$ cat src/rtl/bits_pkg.sv
// bits_pkg: shared widths and the in-flight read tag for the bits request arbiter
package bits_pkg;
  localparam int BITS_WORD_W = 32;
  localparam int BITS_LEN_W = 4;
  localparam int BITS_OUT_W = 15;
  localparam int BITS_ID_W = 3;
  typedef struct packed {
    logic valid;
    logic [BITS_ID_W-1:0] id;
    logic [BITS_LEN_W-1:0] len;
  } bits_tag_t;
endpackage

$ cat src/rtl/bits_rr_arbiter.sv
// bits_rr_arbiter: combinational round-robin picker, first eligible at or after rr wins
// ports: elig (per-requester eligibility), rr (priority pointer) -> gnt (one-hot), id (granted index)
module bits_rr_arbiter
  import bits_pkg::*;
#(
  parameter int NREQ = 4
) (
  input  logic [NREQ-1:0]      elig,
  input  logic [BITS_ID_W-1:0] rr,
  output logic [NREQ-1:0]      gnt,
  output logic [BITS_ID_W-1:0] id
);
  // Scan from farthest to nearest so the requester closest to rr is the last write.
  always_comb begin
    gnt = '0;
    id = '0;
    for (int k = NREQ - 1; k >= 0; k--) begin
      if (elig[(int'(rr) + k) % NREQ]) begin
        gnt = NREQ'(1) << ((int'(rr) + k) % NREQ);
        id = BITS_ID_W'((int'(rr) + k) % NREQ);
      end
    end
  end
endmodule

$ cat src/rtl/bits_req_arbiter.sv
// bits_req_arbiter: throttles 32-bit pushes into the bits FIFO, round-robin shares its read port, routes results back
// ports: clk, rst (async active-low); src_* upstream words; fifo_* FIFO push/read/result; req_* requesters;
//        rsp_* steered results; level (buffered bits); err (sticky check, built only with BITS_ARB_CHECK_EN)
module bits_req_arbiter
  import bits_pkg::*;
#(
  parameter int NREQ = 4,
  parameter int CAP_BITS = 1024,
  parameter int LAT = 2
) (
  input  logic                       clk,
  input  logic                       rst,
  input  logic                       src_valid,
  input  logic [BITS_WORD_W-1:0]     src_data,
  output logic                       src_ready,
  output logic                       fifo_pushin,
  output logic [BITS_WORD_W-1:0]     fifo_datain,
  output logic                       fifo_reqin,
  output logic [BITS_LEN_W-1:0]      fifo_reqlen,
  input  logic                       fifo_pushout,
  input  logic [BITS_LEN_W-1:0]      fifo_lenout,
  input  logic [BITS_OUT_W-1:0]      fifo_dataout,
  input  logic [NREQ-1:0]            req_valid,
  input  logic [BITS_LEN_W*NREQ-1:0] req_len,
  output logic [NREQ-1:0]            req_ready,
  output logic [NREQ-1:0]            rsp_valid,
  output logic [BITS_OUT_W-1:0]      rsp_data,
  output logic [BITS_LEN_W-1:0]      rsp_len,
  output logic [10:0]                level,
  output logic                       err
);
  logic [BITS_ID_W-1:0] rr, gid;
  logic [NREQ-1:0] elig, gnt;
  logic [BITS_LEN_W-1:0] glen;
  bits_tag_t tags [LAT];
  bits_tag_t tag_out;
  assign src_ready = level <= 11'(CAP_BITS - BITS_WORD_W);
  assign fifo_pushin = src_valid && src_ready;
  assign fifo_datain = src_data;
  // Zero-length requests pass the level compare trivially, so they are always eligible.
  always_comb begin
    elig = '0;
    for (int i = 0; i < NREQ; i++) elig[i] = req_valid[i] && (11'(req_len[BITS_LEN_W*i +: BITS_LEN_W]) <= level);
  end
  bits_rr_arbiter #(.NREQ(NREQ)) u_rr (
    .elig (elig),
    .rr   (rr),
    .gnt  (gnt),
    .id   (gid)
  );
  assign glen = req_len[BITS_LEN_W*int'(gid) +: BITS_LEN_W];
  assign req_ready = gnt;
  assign fifo_reqin = |gnt;
  assign fifo_reqlen = fifo_reqin ? glen : '0;
  always_ff @(posedge clk or negedge rst) begin
    if (!rst) begin
      level <= '0;
      rr <= '0;
    end else begin
      level <= level + (fifo_pushin ? 11'(BITS_WORD_W) : 11'd0) - 11'(fifo_reqlen);
      if (fifo_reqin) rr <= (int'(gid) == NREQ - 1) ? '0 : gid + 1'b1;
    end
  end
  always_ff @(posedge clk or negedge rst) begin
    if (!rst) begin
      for (int i = 0; i < LAT; i++) tags[i] <= '0;
    end else begin
      tags[0] <= '{valid: fifo_reqin, id: gid, len: fifo_reqlen};
      for (int i = 1; i < LAT; i++) tags[i] <= tags[i-1];
    end
  end
  assign tag_out = tags[LAT-1];
  assign rsp_valid = (fifo_pushout && tag_out.valid) ? NREQ'(1) << tag_out.id : '0;
  assign rsp_data = fifo_dataout;
  assign rsp_len = fifo_lenout;
`ifdef BITS_ARB_CHECK_EN
  always_ff @(posedge clk or negedge rst) begin
    if (!rst) err <= 1'b0;
    else if ((fifo_pushout != tag_out.valid) || (fifo_pushout && tag_out.valid && fifo_lenout != tag_out.len)) err <= 1'b1;
  end
`else
  logic unused_tag_len;
  assign unused_tag_len = ^tag_out.len;
  assign err = 1'b0;
`endif
endmodule

$ cat config.mk
export PLATFORM = sky130hd
export DESIGN_NAME = bits_req_arbiter
export DESIGN_NICKNAME = d
export VERILOG_FILES = /design/src/rtl/bits_pkg.sv /design/src/rtl/bits_rr_arbiter.sv /design/src/rtl/bits_req_arbiter.sv
export SDC_FILE = /design/constraint.sdc
export NUM_CORES = 1
export LEC_CHECK = 0
export ABC_AREA = 1
export CAP_MARGIN = 20
export CORE_MARGIN = 3
export CORE_UTILIZATION = 37
export DETAILED_ROUTE_END_ITERATION = 7
export HOLD_SLACK_MARGIN = 0.15
export MAX_ROUTING_LAYER = met4
export PLACE_DENSITY_LB_ADDON = 0.05
export SETUP_SLACK_MARGIN = 0.02
export SYNTH_ARGS = -nofsm -noshare
export SYNTH_HDL_FRONTEND = slang
export SYNTH_SLANG_ARGS = --single-unit
export TNS_END_PERCENT = 20
$ cat constraint.sdc
create_clock -name clk -period 4.2 [get_ports clk]
set_clock_uncertainty 0.05 [all_clocks]
set_input_delay 0.63 -clock clk [delete_from_list [all_inputs] [get_ports clk]]
set_output_delay 0.63 -clock clk [all_outputs]
set_load 0.01 [all_outputs]
==> flow_metrics.env, run 1 <==
export IMPL_run_status="finished, violations left"
export IMPL_violations_in_the_final_reports="negative setup slack"
export IMPL_synth_lib_cells_used_distinct=33
export IMPL_cts_inserted_buffers=3
export IMPL_critPathMaxFanout=6
export IMPL_cp_num_cells=30
export IMPL_grt_pass1_vias=2872
export IMPL_path_buf_inv=4
export IMPL_route_vias_total=2790
export IMPL_drt_pass1_iter_count=4
export IMPL_synth_warning_count=0
export IMPL_post_drt_antenna_nets=0
export IMPL_cts_sinks=19
export IMPL_reg2regPathDepth=32
export IMPL_hold_path_class="reg -> reg"
export IMPL_maxUsedRoutingLayer="met4"
export IMPL_critPathSlowestCell="sky130_fd_sc_hd__ha_4"
export IMPL_global_route_usage_total_pct=18.6
export IMPL_regToRegEndpoint="level[10]"
export IMPL_slowest_delay_ns=0.28
export IMPL_drt_initial_drc_count=67
export IMPL_dp_final_hpwl_um=5790
export IMPL_cp_data_arrival_time_ns=4.35
export IMPL_design_area_um2=4420
export IMPL_grt_overflow_total=0
export IMPL_post_route_drc_count=0
export IMPL_flow_area_growth_from_synthesis_pct=54.0
export IMPL_cts_root_buffer="sky130_fd_sc_hd__clkbuf_8"
export IMPL_layout_drive_gt1_share_pct=49.9
export IMPL_tritoncts="built"
export IMPL_worstReg2RegStart="level[2]"
export IMPL_postLayoutCoreUtil_pct=59.9
export IMPL_routabilityCongestion=0.852
export IMPL_post_place_ws_ns=-0.834
export IMPL_detail_route_vias_per_cell=4.74
export IMPL_die_width_um=94.0
export IMPL_setup_repair_after_global_routing_missed_its_margin="yes"
export IMPL_netlist_area_um2=2870
export IMPL_floorplan_core_area_um2=7370
export IMPL_critPathMostFrequentCell="sky130_fd_sc_hd__nand2_2"
export IMPL_syn_nets=523
export IMPL_design_die_area_um2=8840
export IMPL_place_area_um2=3460
export IMPL_pin_count_of_the_biggest_net_entering_global_routing=20
export IMPL_antenna_cells_inserted=0
export IMPL_seq_area_frac_synth_pct=16.6
export IMPL_cts_root_to_sink_buffers=2
export IMPL_route_layer_met1_wl_um=3560
export IMPL_initial_utilization_pct=38.9
export IMPL_worst_slack_ns=-0.00450
export IMPL_worstSetupEndpointType="flop"
export IMPL_cts_htree_levels=1
export IMPL_path_delay_family="simple AND/OR/NAND/NOR gates"
export IMPL_num_rows=31
export IMPL_final_period_utilization_pct=100
export IMPL_report_final_hold_viol_count=0
export IMPL_routed_wirelength_um=8440
export IMPL_syn_area_per_cell_um2=7.15
export IMPL_worst_setup_hold_path_clk_slew_ns=0.09
export IMPL_worst_skew_pair_latency_ns=0.27
export IMPL_crit_type="in -> reg"
export IMPL_met2_length_um=4420
export IMPL_max_freq_ghz=0.238
export IMPL_timing_critical_path_required_ns=4.35
export IMPL_antenna_found_initial=0
export IMPL_fin_crit_ns=4.20
export IMPL_drv_max_cap_violation_count=0
export IMPL_nets=612
export IMPL_dr_wl_met3_um=320
export IMPL_first_pass_grt_wire_length_um=12800
export IMPL_cp_start_kind="input port"
export IMPL_setup_viol=1
export IMPL_critPathLaunch="req_len[10]"
export IMPL_post_synth_inst_count=401
export IMPL_postSynthRegisterBits=19
export IMPL_worstSetupEndpoint="level[10]"
export IMPL_io_buffer_count=49
export IMPL_post_drt_wl_per_cell_um=14.4
export IMPL_setup_total_negative_slack_ns=-0.00450
export IMPL_timing_reg2reg_setup_slack_ns=0.01
export IMPL_maxSlewViolCount=0
export IMPL_pin_count=153
export IMPL_die_height_um=94.0
[placed cells by master, fill, tap and decap left out, types with 2 or more instances in the layout]
cell / instances
sky130_fd_sc_hd__buf_4: 75
sky130_fd_sc_hd__inv_1: 48
sky130_fd_sc_hd__nand2_1: 42
sky130_fd_sc_hd__nand2_2: 36
sky130_fd_sc_hd__clkdlybuf4s50_1: 30
sky130_fd_sc_hd__ha_1: 29
sky130_fd_sc_hd__nand3_2: 24
sky130_fd_sc_hd__nor2_1: 19
sky130_fd_sc_hd__dfrtp_1: 19
sky130_fd_sc_hd__inv_2: 17
sky130_fd_sc_hd__nand3_1: 16
sky130_fd_sc_hd__ha_4: 16
sky130_fd_sc_hd__nand2_4: 12
sky130_fd_sc_hd__nor2_2: 8
sky130_fd_sc_hd__xor2_1: 8
sky130_fd_sc_hd__nand2_8: 7
sky130_fd_sc_hd__buf_6: 7
sky130_fd_sc_hd__nand3b_1: 6
sky130_fd_sc_hd__a21oi_2: 6
sky130_fd_sc_hd__buf_2: 6
sky130_fd_sc_hd__inv_4: 5
sky130_fd_sc_hd__nor2_4: 5
sky130_fd_sc_hd__nor3_1: 5
sky130_fd_sc_hd__a21oi_1: 4
sky130_fd_sc_hd__dlygate4sd2_1: 4
sky130_fd_sc_hd__clkdlybuf4s15_2: 4
sky130_fd_sc_hd__clkbuf_8: 3
sky130_fd_sc_hd__dlymetal6s2s_1: 3
sky130_fd_sc_hd__nand4_1: 2
sky130_fd_sc_hd__a21o_1: 2
sky130_fd_sc_hd__buf_12: 2
[kinds of logic (layout without fill, tap and decap cells)]
group                      count (synthesis)  after routing  share of synthesized area [%]
other                                      1              1                          0.131
adders and majority gates                 47             47                           20.8
AOI/OAI and AO/OA                         17             17                           3.19
and+or+nand+nor                          182            186                           32.7
buffers and inverters                    126            210                           23.9
DFF                                       19             19                           16.6
xor gates and xnor gates                   9              9                           2.75
[cells in the mapped netlist]
cell type | n | share of area (%)
sky130_fd_sc_hd__xnor2_1 | 1 | 0.31
sky130_fd_sc_hd__inv_4 | 1 | 0.22
sky130_fd_sc_hd__nand3_2 | 6 | 2.1
sky130_fd_sc_hd__nor2_1 | 28 | 3.7
sky130_fd_sc_hd__nand3_1 | 35 | 6.1
sky130_fd_sc_hd__inv_2 | 6 | 0.79
sky130_fd_sc_hd__nand2_4 | 9 | 3.5
sky130_fd_sc_hd__inv_1 | 64 | 8.4
sky130_fd_sc_hd__a21oi_1 | 11 | 1.9
sky130_fd_sc_hd__buf_6 | 1 | 0.39
sky130_fd_sc_hd__nand2_8 | 1 | 0.70
sky130_fd_sc_hd__conb_1 | 1 | 0.13
sky130_fd_sc_hd__or2_0 | 1 | 0.22
sky130_fd_sc_hd__xor2_1 | 8 | 2.4
sky130_fd_sc_hd__ha_1 | 46 | 20
sky130_fd_sc_hd__nor2_4 | 1 | 0.39
sky130_fd_sc_hd__nand3b_1 | 6 | 1.6
sky130_fd_sc_hd__o21ai_0 | 2 | 0.35
sky130_fd_sc_hd__a31oi_1 | 1 | 0.22
sky130_fd_sc_hd__buf_2 | 1 | 0.17
sky130_fd_sc_hd__nand2_2 | 13 | 2.8
sky130_fd_sc_hd__and2_1 | 1 | 0.22
sky130_fd_sc_hd__o21ai_1 | 1 | 0.17
sky130_fd_sc_hd__dfrtp_1 | 19 | 17
sky130_fd_sc_hd__fa_1 | 1 | 0.70
sky130_fd_sc_hd__nand4_1 | 2 | 0.44
sky130_fd_sc_hd__nor3_1 | 5 | 0.87
sky130_fd_sc_hd__a21o_1 | 2 | 0.52
sky130_fd_sc_hd__nand2_1 | 70 | 9.2
sky130_fd_sc_hd__nor2_2 | 3 | 0.65
sky130_fd_sc_hd__buf_4 | 52 | 14
sky130_fd_sc_hd__nor4_1 | 1 | 0.22
sky130_fd_sc_hd__inv_6 | 1 | 0.31
[worst register-to-register path: cells and delay by family, from the launching register on]
kind,cells,cell delay [ns]
and+or+nand+nor,18,1.65
AOI/OAI and AO/OA,5,0.73
adders and majority gates,3,0.66
buffers and inverters,5,0.46
DFF,1,0.41
xor gates and xnor gates,1,0.16
[routing by layer]
layer | up-vias | track usage, %
li1 | 1379 | -
met1 | 1322 | 20.9
met2 | 65 | 34.2
met3 | 24 | 3.29
met4 | 0 | 3.85
met5 | - | -
[worst min path at each step]
stage | startpoint | endpoint | cells after the start
after floorplan | rst | level[0] | 0
after global placement | tags[15] | tag_out[7] | 0
after detailed placement | tags[12] | tag_out[4] | 0
after CTS | tags[12] | tag_out[4] | 0
after global routing | tags[12] | tag_out[4] | 0
final | tags[13] | tag_out[5] | 0
[flip-flops by register name (all words and copies together), names as in the netlist]
register and flops:
tag_out 3, level 11, tags 3, rr 2
[per-stage QoR]
step / hold WS, ns / instances
after floorplan: 0.281 / 401
after global placement: 0.283 / 545
after detailed placement: 0.288 / 545
after CTS: 0.308 / 578
after global routing: 0.313 / 588
final: 0.306 / 588
[final cells by class]
type                    instances  area [um2]
clock buffers                   3        41.3
clock inverters                 1        5.00
fillers                       656        2950
inverters                      72         295
multi-input cells             260        2300
flip-flops and latches         19         475
well taps                      99         124
repair buffers                134        1170
[what timing repair did]
action                                  4_1_cts  5_1_grt
endpoints found under the setup margin        9       10
gates resized for setup                     106       77
hold buffers                                  0        0
setup buffers                                25        9
pin swaps                                    76       62
cloned                                        4        0
Power of run 1 is left out: the tool's default activity adds up to more than one toggle a clock period on the data nets, which glitch-free logic cannot reach.
==> run 2, diff against run 1 <==
ABC_AREA = 0   (was 1)
CORE_UTILIZATION = 36   (was 37)
CTS_BUF_LIST = sky130_fd_sc_hd__clkbuf_8   (was default)
CTS_CLUSTER_SIZE = 12   (was default)
==> run 2 against run 1 <==
  * The run now fails in detailed routing
  * Synthesized cell count decreased by 27%
  * Global-route usage fell by 0.11 points
  * Area after synthesis fell by 7.7%
==> flow_metrics.env, run 2 <==
export IMPL_synth_warning_count=0
export IMPL_die_width_um=91.7
export IMPL_dp_final_hpwl_um=6090
export IMPL_routabilityCongestion=0.854
export IMPL_postSynthRegisterBits=19
export IMPL_synth_most_common_cell="sky130_fd_sc_hd__buf_4"
export IMPL_toolErrorMsg="[ERROR DRT-0255] Maze Route cannot find path of net src_data[28] in worker of routeBox ( 48300 0 ) ( 91715 48300 )."
export IMPL_pin_count_of_the_biggest_net_entering_global_routing=20
export IMPL_syn_area_per_cell_um2=9.03
export IMPL_seq_area_frac_synth_pct=18.0
export IMPL_cts_sinks=19
export IMPL_cts_root_to_sink_buffers=2
export IMPL_die_height_um=91.7
export IMPL_cts_root_buffer="sky130_fd_sc_hd__clkbuf_8"
export IMPL_io_buffer_count=49
export IMPL_initial_utilization_pct=38.1
export IMPL_yosys_area_top_type_share_pct=21.8
export IMPL_grt_overflow_total=0
export IMPL_antenna_found_initial=0
export IMPL_cell_type_contributing_the_most_total_cell_area_after_synthesis="sky130_fd_sc_hd__ha_1"
export IMPL_synth_edf_count=0
export IMPL_run_status="did not finish"
export IMPL_cts_htree_levels=1
export IMPL_synth_lib_cells_used_distinct=50
export IMPL_pin_count=153
export IMPL_synth_top_cells_by_area="sky130_fd_sc_hd__ha_1, sky130_fd_sc_hd__dfrtp_1, sky130_fd_sc_hd__buf_4, sky130_fd_sc_hd__inv_1, sky130_fd_sc_hd__and3_1"
export IMPL_first_pass_grt_wire_length_um=12300
export IMPL_cts_inserted_buffers=3
export IMPL_netlist_area_um2=2650
export IMPL_worstEndpointGrtRepair="level[10]$_DFF_PN0_/D"
export IMPL_grt_pass1_vias=2566
export IMPL_num_rows=30
export IMPL_post_synth_inst_count=293
export IMPL_type_of_the_worst_endpoint_after_the_last_repair="register data pin"
export IMPL_ys_async_sr_fraction_pct=100
export IMPL_placed_cells=465
export IMPL_global_route_usage_total_pct=18.5
export IMPL_synth_common_cells="sky130_fd_sc_hd__buf_4, sky130_fd_sc_hd__ha_1, sky130_fd_sc_hd__inv_1"
export IMPL_syn_nets=415
export IMPL_outcome_stop_stage="detailed routing"
export IMPL_synthFlopType="sky130_fd_sc_hd__dfrtp_1"
[run 2: cell count changes after synthesis, moves of 7 or more]
cell	delta
sky130_fd_sc_hd__a21o_1	+7
sky130_fd_sc_hd__and3_1	+13
sky130_fd_sc_hd__inv_1	-32
sky130_fd_sc_hd__nand2_1	-50
sky130_fd_sc_hd__nand2_2	-13
sky130_fd_sc_hd__nand2_4	-9
sky130_fd_sc_hd__nand3_1	-33
sky130_fd_sc_hd__nor2_1	-18
[run 2: metal layers]
metal / GRT usage [%]
met3: 2.21
met1: 22.4
met4: 6.06
met2: 31.8
met5: -
[run 2: logic make-up after synthesis]
family          Yosys count  share of synthesized area, %
buf+inv                  89                          20.3
simple gates             69                          15.3
compound gates           53                          17.5
fa+ha+maj                47                          22.5
flops                    19                          18.0
xor+xnor                  9                          2.98
mux                       6                          3.22
other cells               1                         0.142
[run 2: timing repair]
item	4_1_cts	5_1_grt
resized for setup	90	11
gates cloned	1	0
hold buffers	0	0
buffers inserted	7	7
endpoints found under the hold margin	0	0
pin swaps	41	25
setup endpoints to repair	20	15
[run 2: per-stage QoR]
| stage | utilization, % | cell area [um2] | setup slack (ns) |
|---|---|---|---|
| after floorplan | - | 2790 | -1.05 |
| after detailed placement | 52.5 | 3640 | -1.68 |
| after global routing | 56.7 | 3940 | -1.20 |
| after CTS | 55.3 | 3840 | -0.892 |
| after global placement | 52.5 | 3640 | -1.58 |
==> run 3, diff against run 2 <==
CORE_UTILIZATION = 39   (was 36)
CTS_BUF_LIST = default   (was sky130_fd_sc_hd__clkbuf_8)
CTS_CLUSTER_SIZE = default   (was 12)
HOLD_SLACK_MARGIN = default   (was 0.15)
MAX_ROUTING_LAYER = default   (was met4)
PLACE_DENSITY_LB_ADDON = 0.15   (was 0.05)
SETUP_SLACK_MARGIN = default   (was 0.02)
clock period = 5.5 ns   (was 4.2 ns; I/O delays follow)
==> run 3 against run 2 <==
  * The flow now finishes without violations
  * Synthesized cell count did not move
  * Area after synthesis stayed put
  * Global-route usage decreased by 0.24 points
==> flow_metrics.env, run 3 <==
export IMPL_largest_register_ffs=11
export IMPL_crit_type="in -> reg"
export IMPL_grt_pass1_vias=2276
export IMPL_cell_internal_pwr_mw=1.84
export IMPL_max_freq_ghz=0.188
export IMPL_detail_route_vias_per_cell=5.22
export IMPL_regToRegEndpoint="level[10]"
export IMPL_cts_htree_levels=1
export IMPL_antenna_found_initial=0
export IMPL_final_period_utilization_pct=96.6
export IMPL_drt_initial_drc_count=55
export IMPL_worstReg2RegStart="level[3]"
export IMPL_drv_max_cap_violation_count=0
export IMPL_reg2regPathDepth=25
export IMPL_cp_data_arrival_time_ns=5.41
export IMPL_worstSetupEndpoint="level[10]"
export IMPL_critPathLaunch="req_len[3]"
export IMPL_floorplan_core_area_um2=6460
export IMPL_cell_type_contributing_the_most_total_cell_area_after_synthesis="sky130_fd_sc_hd__ha_1"
export IMPL_critPathMaxFanout=4
export IMPL_setup_total_negative_slack_ns=0
export IMPL_leakage_nw=1.75
export IMPL_hold_path_class="reg -> reg"
export IMPL_cp_start_kind="input port"
export IMPL_report_final_hold_viol_count=0
export IMPL_drt_pass1_iter_count=4
export IMPL_n_fill_cell=583
export IMPL_timing_reg2reg_setup_slack_ns=0.20
export IMPL_pin_count=153
export IMPL_post_drt_antenna_nets=0
export IMPL_placed_cells=418
export IMPL_flow_area_growth_from_synthesis_pct=38.2
export IMPL_synth_lib_cells_used_distinct=50
export IMPL_syn_area_per_cell_um2=9.03
export IMPL_registers_top_by_ff_count="level"
export IMPL_synthFlopType="sky130_fd_sc_hd__dfrtp_1"
export IMPL_first_pass_grt_wire_length_um=11200
export IMPL_synth_edf_count=0
export IMPL_seq_area_frac_synth_pct=18.0
export IMPL_synth_top_cells_by_area="sky130_fd_sc_hd__ha_1, sky130_fd_sc_hd__dfrtp_1, sky130_fd_sc_hd__buf_4, sky130_fd_sc_hd__inv_1, sky130_fd_sc_hd__and3_1"
export IMPL_power_share_combinational_pct=87.0
export IMPL_design_die_area_um2=7810
export IMPL_maxSlewViolCount=0
export IMPL_worst_skew_pair_latency_ns=0.27
export IMPL_pin_count_of_the_biggest_net_entering_global_routing=20
export IMPL_num_rows=29
export IMPL_grt_overflow_total=0
export IMPL_die_height_um=88.4
export IMPL_post_synth_inst_count=293
export IMPL_critPathSlowestCell="sky130_fd_sc_hd__mux4_2"
export IMPL_slew_limit_headroom_pct=41.5
export IMPL_global_route_usage_total_pct=18.2
export IMPL_post_route_drc_count=0
export IMPL_yosys_area_top_type_share_pct=21.8
export IMPL_cts_sinks=19
export IMPL_layout_drive_gt1_share_pct=36.2
export IMPL_synth_most_common_cell="sky130_fd_sc_hd__buf_4"
export IMPL_post_drt_wl_per_cell_um=16.4
export IMPL_vdd_drop_max_v=0.000412
export IMPL_share_clk_of_total_power_pct=3.2
export IMPL_run_status="finished clean"
export IMPL_synth_warning_count=0
export IMPL_initial_utilization_pct=41.0
export IMPL_synth_common_cells="sky130_fd_sc_hd__buf_4, sky130_fd_sc_hd__ha_1, sky130_fd_sc_hd__inv_1"
export IMPL_fin_cells=439
export IMPL_commonest_cells_after_routing_fill_and_taps_aside="sky130_fd_sc_hd__buf_4, sky130_fd_sc_hd__ha_1, sky130_fd_sc_hd__clkdlybuf4s50_1, sky130_fd_sc_hd__inv_1, sky130_fd_sc_hd__nand2_1"
export IMPL_worst_slew_pin_transition_ns=0.875
export IMPL_cts_root_buffer="sky130_fd_sc_hd__clkbuf_8"
export IMPL_antenna_cells_inserted=0
export IMPL_power_density_nw_per_um2=882
export IMPL_tritoncts="built"
export IMPL_ys_async_sr_fraction_pct=100
export IMPL_netlist_area_um2=2650
export IMPL_worst_setup_hold_path_clk_slew_ns=0.08
export IMPL_cts_inserted_buffers=3
export IMPL_route_vias_total=2292
export IMPL_setup_repair_after_global_routing_missed_its_margin="yes"
export IMPL_netSwitchingFraction_pct=43.0
export IMPL_timing_critical_path_required_ns=5.60
export IMPL_dp_final_hpwl_um=5630
export IMPL_p_total_mw=3.22
export IMPL_cts_root_to_sink_buffers=2
export IMPL_setup_viol=0
export IMPL_worstSetupEndpointType="flop"
export IMPL_syn_nets=415
export IMPL_routed_wirelength_um=7210
export IMPL_die_width_um=88.4
export IMPL_nets=485
export IMPL_slowest_delay_ns=0.51
export IMPL_routabilityCongestion=0.879
export IMPL_sequentialPowerShare_pct=9.8
export IMPL_fin_crit_ns=5.31
export IMPL_p_switching_mw=1.38
export IMPL_postSynthRegisterBits=19
export IMPL_io_buffer_count=49
export IMPL_mostFrequentLayoutCell="sky130_fd_sc_hd__buf_4"
run 3: cell counts after synthesis:
No cell type changed its count.
run 3: layout make-up:
class | instances | area (um2) | area share, %
well taps | 77 | 96.3 | 2.64
repair buffers | 120 | 1000 | 27.4
multi-input cells | 185 | 1900 | 52.1
clock buffers | 3 | 41.3 | 1.13
clock inverters | 1 | 5.00 | 0.137
flip-flops and latches | 19 | 475 | 13.0
inverters | 34 | 131 | 3.59
run 3: through the flow:
step	utilization (%)	setup slack, ns	cell area, um2	hold slack (ns)
floorplan	-	0.00174	2670	0.281
global placement	50.3	-0.576	3250	0.285
detailed placement	50.3	-0.602	3250	0.291
CTS	53.2	0.00162	3430	0.310
global route	56.6	-0.0948	3650	0.318
finish	56.6	0.189	3650	0.306
run 3: logic make-up (layout without fill, tap and decap cells):
| logic type | count (synthesis) | after routing | share of synthesized area (%) |
|---|---|---|---|
| buffers and inverters | 89 | 158 | 20.3 |
| AND/OR/NAND/NOR | 69 | 69 | 15.3 |
| AO/OA/AOI/OAI | 53 | 53 | 17.5 |
| adder cells (fa/ha/maj) | 47 | 47 | 22.5 |
| flip-flops | 19 | 19 | 18.0 |
| XOR/XNOR | 9 | 9 | 2.98 |
| multiplexers | 6 | 6 | 3.22 |
| other | 1 | 1 | 0.142 |
run 3: timing repair:
action / CTS / global route
resized for setup: 35 / 48
endpoints found under the setup margin: 10 / 7
pin swaps: 36 / 31
hold buffers: 0 / 0
buffers inserted: 5 / 12
run 3: power groups by stage:
| stage | combinational (mW) | clock, mW | sequential (mW) |
|---|---|---|---|
| floorplan | 1.41 | 0 | 0.325 |
| global placement | 2.43 | 0 | 0.319 |
| detailed placement | 2.48 | 0 | 0.316 |
| CTS | 2.58 | 0.106 | 0.315 |
| global route | 3.10 | 0.111 | 0.330 |
| finish | 2.80 | 0.103 | 0.317 |
run 3: metal layers:
metal	wire (um)	vias up	track usage (%)
met3	375	26	2.89
li1	-	1121	-
met5	0	-	0
met4	146	0	5.49
met1	3220	1066	23.1
met2	3470	79	31.8
run 3: how the worst min path moves through the flow:
stage / start / endpoint / cells after the start
finish: tags[12] / tag_out[4] / 0
global route: tags[12] / tag_out[4] / 0
CTS: tags[12] / tag_out[4] / 0
detailed placement: tags[12] / tag_out[4] / 0
global placement: tags[13] / tag_out[5] / 0
floorplan: tags[12] / tag_out[4] / 0
run 3: worst max-delay path: cells and delay by family:
family | cells | cell delay (ns)
compound gates | 12 | 1.89
simple gates | 4 | 0.81
fa+ha+maj | 3 | 0.66
buf+inv | 4 | 0.58
mux | 1 | 0.51
xor+xnor | 1 | 0.13
Power figures use the tool's default switching activity.
==> run 4, diff against run 3 <==
--- a/config.mk
+++ b/config.mk
@@ -9,2 +9,3 @@
 export CAP_MARGIN = 20
+export CORE_ASPECT_RATIO = 0.7
 export CORE_MARGIN = 3
@@ -12,3 +13,3 @@
 export DETAILED_ROUTE_END_ITERATION = 7
-export PLACE_DENSITY_LB_ADDON = 0.15
+export PLACE_DENSITY_LB_ADDON = 0.3
 export SYNTH_ARGS = -nofsm -noshare
==> constraint.sdc (replaced) <==
create_clock -name clk -period 5.5 [get_ports clk]
set_clock_uncertainty 0.05 [all_clocks]
set_input_delay 1.1 -clock clk [delete_from_list [all_inputs] [get_ports clk]]
set_output_delay 1.1 -clock clk [all_outputs]
set_load 0.01 [all_outputs]
==> run 4 against run 3 <==
  * The flow now finishes with violations (negative setup slack)
  * Clock power down 6%
  * Largest power group unchanged
  * Highest routed layer unchanged
  * Total power up 9.3%
  * Via count up 1.9%
  * Critical path depth unchanged
  * Worst setup slack worse by 0.36 ns
  * Count of clock-buffer cells in the layout unchanged
==> flow_metrics.env, run 4 (synthesis results as in run 3) <==
export IMPL_place_area_um2=3350
export IMPL_multiInputGateArea_um2=2000
export IMPL_layout_drive_gt1_share_pct=39.3
export IMPL_design_area_um2=3740
export IMPL_slowest_delay_ns=0.44
export IMPL_run_status="finished, violations left"
export IMPL_post_drt_antenna_nets=0
export IMPL_routed_wirelength_um=7170
export IMPL_violations_in_the_final_reports="negative setup slack"
export IMPL_mostFrequentLayoutCell="sky130_fd_sc_hd__buf_4"
export IMPL_reg2regPathDepth=24
export IMPL_fin_cells=452
export IMPL_maxSlewViolCount=0
export IMPL_timing_reg2reg_setup_slack_ns=0.02
export IMPL_cts_htree_levels=1
export IMPL_initial_utilization_pct=41.4
export IMPL_cts_sinks=19
export IMPL_path_buf_inv=5
export IMPL_nets=484
export IMPL_slew_limit_headroom_pct=42.4
export IMPL_n_fill_cell=559
export IMPL_crit_type="in -> reg"
export IMPL_cts_root_buffer="sky130_fd_sc_hd__clkbuf_8"
export IMPL_critPathSlowestCell="sky130_fd_sc_hd__a221o_2"
export IMPL_antenna_cells_inserted=0
export IMPL_placed_cells=426
export IMPL_power_density_nw_per_um2=943
export IMPL_registers_top_by_ff_count="level"
export IMPL_pin_count=153
export IMPL_setup_viol=4
export IMPL_hold_path_class="reg -> reg"
export IMPL_routabilityCongestion=0.898
export IMPL_drv_max_cap_violation_count=0
export IMPL_p_total_mw=3.52
export IMPL_die_height_um=74.9
export IMPL_hold_path_startpoint="tags[12]"
export IMPL_dp_final_hpwl_um=5440
export IMPL_setup_repair_after_global_routing_missed_its_margin="yes"
export IMPL_post_drt_wl_per_cell_um=15.9
export IMPL_worst_slew_pin_transition_ns=0.861
export IMPL_cp_data_arrival_time_ns=5.80
export IMPL_fin_crit_ns=5.67
export IMPL_flow_area_growth_from_synthesis_pct=41.3
export IMPL_die_width_um=104
export IMPL_cts_inserted_buffers=3
export IMPL_max_freq_ghz=0.176
export IMPL_maxUsedRoutingLayer="met4"
export IMPL_tritoncts="built"
export IMPL_post_route_drc_count=0
export IMPL_layout_area_seq_um2=475
export IMPL_floorplan_core_area_um2=6400
export IMPL_dr_wl_met3_um=431
export IMPL_hold_slack_ns=0.300
export IMPL_cp_num_cells=25
export IMPL_worstSetupEndpointType="flop"
export IMPL_report_final_hold_viol_count=0
export IMPL_ctsHoldBuffers=0
export IMPL_worstReg2RegStart="level[1]"
export IMPL_drt_initial_drc_count=66
export IMPL_cts_root_to_sink_buffers=2
export IMPL_path_delay_family="compound AO/OA/AOI/OAI gates"
export IMPL_io_buffer_count=49
export IMPL_timing_critical_path_required_ns=5.64
export IMPL_commonest_cells_after_routing_fill_and_taps_aside="sky130_fd_sc_hd__buf_4, sky130_fd_sc_hd__inv_1, sky130_fd_sc_hd__ha_1, sky130_fd_sc_hd__clkdlybuf4s50_1"
export IMPL_cp_start_kind="input port"
export IMPL_worst_skew_pair_latency_ns=0.26
export IMPL_grt_overflow_total=0
export IMPL_largest_register_ffs=11
export IMPL_route_vias_total=2336
export IMPL_vdd_drop_max_v=0.000606
export IMPL_detail_route_vias_per_cell=5.17
export IMPL_antenna_found_initial=0
export IMPL_worst_setup_hold_path_clk_slew_ns=0.07
export IMPL_final_period_utilization_pct=103
export IMPL_leakage_nw=1.75
export IMPL_regToRegEndpoint="level[9]"
export IMPL_global_route_usage_total_pct=18.1
export IMPL_num_rows=24
export IMPL_min_to="tag_out[4]"
export IMPL_design_die_area_um2=7820
export IMPL_critPathMaxFanout=6
export IMPL_drt_pass1_iter_count=4
export IMPL_hold_path_depth=0
export IMPL_first_pass_grt_wire_length_um=11500
export IMPL_grt_pass1_vias=2342
export IMPL_worst_slack_ns=-0.167
export IMPL_route_layer_met1_wl_um=3470
export IMPL_postLayoutCoreUtil_pct=58.4
export IMPL_met2_length_um=3260
export IMPL_pin_count_of_the_biggest_net_entering_global_routing=20
[run 4: cell count changes in the layout (fill, tap and decap cells not counted), sizes merged]
cell	delta
clkinvlp	-1
dlymetal6s2s	-2
buf	+5
dlygate4sd2	+3
clkdlybuf4s50	-7
inv	+1
clkbuf	-1
o221ai	+1
[run 4: repair_timing]
item | in CTS | in global routing
hold endpoints to repair | 0 | 0
gates cloned | 0 | 1
gates resized for setup | 81 | 26
buffers inserted | 14 | 7
endpoints found under the setup margin | 15 | 11
pin swaps | 49 | 26
[run 4: layout make-up]
type | count | share of cell area (%)
clock buffers | 3 | 1.10
well taps | 91 | 3.05
multi-input cells | 186 | 53.5
clock inverters | 1 | 0.134
inverters | 34 | 3.62
flip-flops and latches | 19 | 12.7
repair buffers | 118 | 25.9
[run 4: worst max path at each step]
stage | slack [ns] | from | end
floorplan | -0.22 | req_len[12] | level[9]
finish | -0.17 | req_len[6] | level[9]
global route | -0.40 | req_len[6] | level[9]
global placement | -0.81 | req_len[7] | level[10]
CTS | -0.12 | req_len[14] | level[9]
detailed placement | -0.92 | req_len[11] | level[9]
[run 4: through the flow]
step | setup slack, ns | setup TNS (ns)
4_1_cts | -0.119 | -0.371
6_report | -0.167 | -0.432
3_5_place_dp | -0.916 | -8.07
2_1_floorplan | -0.222 | -0.359
3_3_place_gp | -0.814 | -7.69
5_1_grt | -0.395 | -1.75
[run 4: per-layer routing]
layer / GRT usage [%] / vias up
met5: 0 / -
li1: - / 1128
met2: 29.0 / 75
met1: 25.4 / 1131
met4: 3.24 / 0
met3: 4.46 / 2
[run 4: where the power goes]
group	internal (mW)	switching, mW
logic	1.70	1.40
clock network	0.0504	0.0470
registers	0.238	0.0840
total	1.99	1.54
